**src/rtl/ddr3_rw_arbiter.sv**
```systemverilog
// Ping-pong frame-buffer arbiter between a write FIFO, a read FIFO and the MIG user port.
// Writes fill one frame bank while reads replay the last completed frame from the other bank.
module ddr3_rw_arbiter #(
  parameter int unsigned BURST_LEN   = 64,
  parameter int unsigned FRAME_BEATS = 57600,
  parameter int unsigned ADDR_STEP   = 8,
  parameter int unsigned BANK_BIT    = 24,
  parameter int unsigned RD_LOW      = 256
) (
  input  logic         clk_100,
  input  logic         rst_n,
  input  logic         init_calib_complete,
  input  logic         wr_load,
  input  logic         rd_load,
  input  logic [10:0]  wfifo_rcount,
  input  logic [255:0] wfifo_dout,
  output logic         wfifo_rden,
  input  logic [10:0]  rfifo_wcount,
  output logic [255:0] rfifo_din,
  output logic         rfifo_wren,
  input  logic         app_rdy,
  input  logic         app_wdf_rdy,
  input  logic         app_rd_data_valid,
  input  logic [255:0] app_rd_data,
  output logic         app_en,
  output logic [2:0]   app_cmd,
  output logic [27:0]  app_addr,
  output logic         app_wdf_wren,
  output logic         app_wdf_end,
  output logic [255:0] app_wdf_data,
  output logic [31:0]  app_wdf_mask
);

  localparam int unsigned CntW = $clog2(BURST_LEN + 1);
  localparam logic [CntW-1:0]     CntOne    = CntW'(1);
  localparam logic [CntW-1:0]     BurstLast = CntW'(BURST_LEN - 1);
  localparam logic [CntW-1:0]     BurstFull = CntW'(BURST_LEN);
  localparam logic [BANK_BIT-1:0] OffLast   = BANK_BIT'((FRAME_BEATS - 1) * ADDR_STEP);
  localparam logic [BANK_BIT-1:0] OffStep   = BANK_BIT'(ADDR_STEP);
  localparam logic [10:0]         WrThresh  = 11'(BURST_LEN);
  localparam logic [10:0]         RdThresh  = 11'(RD_LOW);

  typedef enum logic [1:0] {StInit, StIdle, StWrite, StRead} state_e;

  state_e              state_q;
  logic [CntW-1:0]     wr_cnt_q, rd_cmd_cnt_q, rd_dat_cnt_q;
  logic [BANK_BIT-1:0] wr_off_q, rd_off_q;
  logic                wr_bank_q, rd_bank_q, rd_enable_q;
  logic                wr_load_q, rd_load_q, wr_pend_q, rd_pend_q;
  logic                rfifo_wren_q;
  logic [255:0]        rfifo_din_q;

  logic wr_fire, rd_fire, rd_ok;

  assign wr_fire = (state_q == StWrite) && app_rdy && app_wdf_rdy;
  assign rd_fire = (state_q == StRead) && app_rdy && (rd_cmd_cnt_q != BurstFull);
  // A pending write reload clears rd_enable in this same cycle, so it must also block the read.
  assign rd_ok   = rd_enable_q && !wr_pend_q && (rfifo_wcount < RdThresh);

  always_ff @(posedge clk_100) begin
    if (!rst_n) begin
      state_q      <= StInit;
      wr_cnt_q     <= '0;
      rd_cmd_cnt_q <= '0;
      rd_dat_cnt_q <= '0;
      wr_off_q     <= '0;
      rd_off_q     <= '0;
      wr_bank_q    <= 1'b0;
      rd_bank_q    <= 1'b0;
      rd_enable_q  <= 1'b0;
      wr_load_q    <= 1'b0;
      rd_load_q    <= 1'b0;
      wr_pend_q    <= 1'b0;
      rd_pend_q    <= 1'b0;
      rfifo_wren_q <= 1'b0;
      rfifo_din_q  <= '0;
    end else begin
      wr_load_q    <= wr_load;
      rd_load_q    <= rd_load;
      rfifo_wren_q <= app_rd_data_valid;
      rfifo_din_q  <= app_rd_data;

      if (wr_fire) begin
        wr_cnt_q <= wr_cnt_q + CntOne;
        if (wr_off_q == OffLast) begin
          // Frame complete: flip banks and let reads follow the frame just written.
          wr_off_q    <= '0;
          wr_bank_q   <= ~wr_bank_q;
          rd_bank_q   <= wr_bank_q;
          rd_enable_q <= 1'b1;
        end else begin
          wr_off_q <= wr_off_q + OffStep;
        end
      end

      if (rd_fire) begin
        rd_cmd_cnt_q <= rd_cmd_cnt_q + CntOne;
        rd_off_q     <= (rd_off_q == OffLast) ? '0 : rd_off_q + OffStep;
      end

      if ((state_q == StRead) && app_rd_data_valid) rd_dat_cnt_q <= rd_dat_cnt_q + CntOne;

      unique case (state_q)
        StInit: if (init_calib_complete) state_q <= StIdle;
        StIdle: begin
          wr_cnt_q     <= '0;
          rd_cmd_cnt_q <= '0;
          rd_dat_cnt_q <= '0;
          if (wr_pend_q) begin
            wr_pend_q   <= 1'b0;
            wr_off_q    <= '0;
            wr_bank_q   <= 1'b0;
            rd_enable_q <= 1'b0;
          end
          if (rd_pend_q) begin
            rd_pend_q <= 1'b0;
            rd_off_q  <= '0;
          end
          if (wfifo_rcount >= WrThresh) state_q <= StWrite;
          else if (rd_ok)               state_q <= StRead;
        end
        StWrite: if (wr_fire && (wr_cnt_q == BurstLast)) state_q <= StIdle;
        StRead: if (app_rd_data_valid && (rd_dat_cnt_q == BurstLast)) state_q <= StIdle;
        default: state_q <= StInit;
      endcase

      // Placed after the case so a new edge arriving while a reload is applied is not lost.
      if (wr_load && !wr_load_q) wr_pend_q <= 1'b1;
      if (rd_load && !rd_load_q) rd_pend_q <= 1'b1;
    end
  end

  always_comb begin
    app_en       = wr_fire | rd_fire;
    app_wdf_wren = wr_fire;
    app_wdf_end  = wr_fire;
    wfifo_rden   = wr_fire;
    app_cmd      = (state_q == StRead) ? 3'b001 : 3'b000;
    app_addr     = '0;
    if (state_q == StWrite) begin
      app_addr[BANK_BIT-1:0] = wr_off_q;
      app_addr[BANK_BIT]     = wr_bank_q;
    end else if (state_q == StRead) begin
      app_addr[BANK_BIT-1:0] = rd_off_q;
      app_addr[BANK_BIT]     = rd_bank_q;
    end
  end

  assign app_wdf_data = wfifo_dout;
  assign app_wdf_mask = '0;
  assign rfifo_wren   = rfifo_wren_q;
  assign rfifo_din    = rfifo_din_q;

endmodule

```
**config.mk**
```make
export PLATFORM = sky130hd
export DESIGN_NAME = ddr3_rw_arbiter
export DESIGN_NICKNAME = d
export VERILOG_FILES = /design/src/rtl/ddr3_rw_arbiter.sv
export SDC_FILE = /design/constraint.sdc
export NUM_CORES = 1
export LEC_CHECK = 0
export ABC_AREA = 1
export CORE_AREA = 4 4 439 441
export DETAILED_ROUTE_END_ITERATION = 10
export DIE_AREA = 0 0 443 445
export GPL_ROUTABILITY_DRIVEN = 0
export SETUP_SLACK_MARGIN = 0.05
export SLEW_MARGIN = 10
export SYNTH_ARGS = -nofsm -noshare
export SYNTH_HDL_FRONTEND = slang
export SYNTH_SLANG_ARGS = --single-unit
export TNS_END_PERCENT = 30
```
**constraint.sdc**
```tcl
create_clock -name clk_100 -period 2.9 [get_ports clk_100]
set_input_delay 0.58 -clock clk_100 [delete_from_list [all_inputs] [get_ports clk_100]]
set_output_delay 0.58 -clock clk_100 [all_outputs]
set_load 0.05 [all_outputs]
```
==> impl_metrics.py <==
metrics = {
    "status": {
        "run_status": "finished, final reports clean",
    },
    "setup_path": {
        "rr_startpoint": "state_q[1]",
        "crit_slowest_cell": "dfxtp_1",
        "crit_required_ps": 2320,
        "r2r_cells": 11,
        "cp_data_arrival_time_ps": 2170,
        "crit_chain": "nand2_2 > buf_4 > o22ai_1 > buf_6",
        "cpPeakStageDelay_ps": 430,
        "end_kind": "output pin",
        "start_kind": "register",
        "critPathLaunch": "state_q[0]",
        "cp_max_fo": 14,
        "critPathKind": "reg2out",
    },
    "sta": {
        "tightest_slew_ps": 924,
        "slew_violations": 0,
        "slew-limit-headroom": 0.382,
        "hold_viol_final": 0,
        "worst_hold_slack_ps": 264,
        "finClkSkew_ps": 13.7,
        "min_period_ps": 2750,
        "max_freq_mhz": 364,
        "fin_ws_ps": 155,
        "fin_setup_tns_ps": 0,
        "finalCritPeriodShare": 0.947,
        "rsz0062_at_grt": "yes",
        "setup_viol": 0,
    },
    "clocking": {
        "cts_root_buf": "clkbuf_16",
        "hold_buffers": 0,
        "cts.sink_count": 335,
        "worstSkewPairLatency_ps": 620,
        "cts_tree": "built",
        "cts.clk_slew.worst_paths_ps": 60,
        "cts-htree-levels": 2,
        "cts_buffer_depth": 3,
        "cts_buffers": 43,
    },
    "power": {
        "p_clk_frac": 0.460,
        "power_density_nw_per_um2": 601,
        "power_switching_mw": 3.93,
        "power_mw": 13.1,
        "p_seq_frac": 0.375,
        "p_leak_nw": 9.59,
        "p_int_mw": 9.12,
        "p_sw_frac": 0.301,
        "combPwrFrac": 0.165,
        "max-vdd-ir-drop_uv": 377,
    },
    "synth": {
        "ys_ff_latch": 335,
        "synth_edf_count": 0,
        "synthFlopType": "dfxtp_1",
        "syn_avg_cell_area_sq_um": 7.82,
        "synth-warning-count": 0,
        "synth_cell_types": 35,
        "synth-seq-area-share": 0.491,
        "syn_area_sq_um": 13700,
        "synthArstFlopShare": 0,
        "syn_inst": 1749,
    },
    "finish": {
        "finalNetCount": 2620,
        "fillers": 21818,
        "regArea_sq_um": 6710,
        "multiInputGateArea_sq_um": 3320,
        "layout.cells.non_filler": 4620,
        "syn2layout_area_growth_pct": 58.9,
        "layout_common_cells": "463 x clkdlybuf4s50_1, 387 x nand2_1, 360 x inv_1",
        "final_common_cell": "clkdlybuf4s50_1",
        "final_layout_size_suffix_gt1_frac": 0.0993,
    },
    "floorplan": {
        "start_util": 0.0723,
        "die_h_um": 445,
        "fp.dieW_um": 443,
        "io_pins": 1122,
        "rows": 160,
        "dieArea_sq_um": 197000,
        "core_sq_um": 189000,
    },
    "detailed_routing": {
        "wl_met2_um": 64900,
        "met1Wirelength_um": 29600,
        "drt_pass1_iterations": 6,
        "drt_iter0_drc": 1039,
        "route.met3.wl_um": 35400,
        "wl_um": 135000,
        "vias_per_cell": 2.64,
        "ant_nets": 0,
        "drc_errors": 0,
        "maxUsedRoutingLayer": "met4",
        "routedWlPerCell_um": 29.2,
        "dr_total_vias": 12197,
    },
    "placed_design": {
        "dp.cells": 4532,
        "io_buffer_count": 558,
        "pre_cts_slack_ps": 218,
        "hpwl_um": 122000,
    },
    "min_path": {
        "hold_path_class": "in2reg",
        "holdPathStages": 3,
        "worstHoldStart": "rst_n",
    },
    "grt": {
        "overflow": 0,
        "grt_pass1_wl_um": 160000,
        "antenna_found_initial": 55,
        "grt.total_usage": 0.130,
        "grt_pass1_vias": 11924,
        "grt_max_degree": 87,
    },
    "run": {
        "drv_cap": 0,
    },
}
[per-stage QoR]
step	util	area, sq um
global route	0.115	21700
detailed placement	0.106	20100
global placement	0.106	20100
CTS	0.115	21700
floorplan	-	13800
finish	0.115	21700
[kinds of logic (layout without fill, tap and decap cells)]
group                    count (synthesis)  after routing  synth area share
AND/OR/NAND/NOR                        616            616             0.187
adder cells (fa/ha/maj)                  6              6           0.00549
XOR/XNOR                                 9              9           0.00577
other                                    1             42          0.000274
flip-flops                             335            335             0.491
buffers and inverters                  698           1017             0.276
AO/OA/AOI/OAI                           84             84            0.0341
[critical path: cells and delay by family (launching register included)]
kind | cells | cell delay, ps
simple gates | 1 | 240
flops | 1 | 430
compound gates | 1 | 340
buf+inv | 2 | 520
[timing repair]
| item | in CTS | in global routing |
|---|---|---|
| pin swaps | 1 | 1 |
| setup buffers | 2 | 4 |
| endpoints found under the setup margin | 6 | 2 |
| gates cloned | 0 | 0 |
| resized for setup | 2 | 0 |
[layer usage]
metal,global-route usage,vias up
met5,0,-
met4,0.0410,0
met3,0.159,222
met2,0.222,1073
met1,0.0836,5452
li1,-,5450
[synthesized netlist by cell type, types with 5 or more instances]
cell type | instances | area (sq um)
dfxtp_1 | 335 | 6710
clkbuf_1 | 13 | 48.8
nor2_1 | 114 | 428
nand4_1 | 13 | 81.3
o21ai_0 | 28 | 140
inv_1 | 360 | 1350
a21oi_1 | 25 | 125
buf_4 | 295 | 2210
ha_1 | 6 | 75.1
nor3_1 | 21 | 105
xor2_1 | 7 | 61.3
nor2_2 | 5 | 31.3
buf_2 | 24 | 120
nand3_1 | 54 | 270
nand2_1 | 388 | 1460
o22ai_1 | 21 | 131
nor2_4 | 5 | 56.3
[power by group through the flow]
stage,logic [mW],clock network (mW),registers [mW]
after global placement,2.17,0,4.99
after floorplan,1.37,0,5.64
after detailed placement,2.17,0,4.99
final,2.15,6.01,4.89
after CTS,2.19,6.27,4.89
after global routing,2.27,6.38,4.91
[final timing paths]
kind                        to  slack [ps]
setup / recovery   app_addr[1]         150
hold reg to reg      rd_pend_q         430
hold / removal      state_q[1]         260
setup reg to reg  wr_off_q[22]         740
[area by class of cell]
| type | count | area share |
|---|---|---|
| inverter | 364 | 0.0630 |
| clock inverter | 20 | 0.0143 |
| antenna | 5 | 0.000576 |
| multi-input combinational | 752 | 0.153 |
| clock buffer | 57 | 0.0562 |
| timing repair buffer | 576 | 0.259 |
| tap | 2511 | 0.145 |
| sequential | 335 | 0.309 |
[registers in the layout, indices dropped and copies added (netlist names)]
register and cells:
rfifo_din 256, wr_bank_q 1, rd_cmd_cnt_q 7, wr_off_q 24, rd_load_q 1, wr_load_q 1
rd_off_q 24, wr_pend_q 1, rd_enable_q 1, state_q 2, rfifo_wren 1, rd_pend_q 1
wr_cnt_q 7, rd_dat_cnt_q 7, rd_bank_q 1
(Power assumes the default switching activity.)
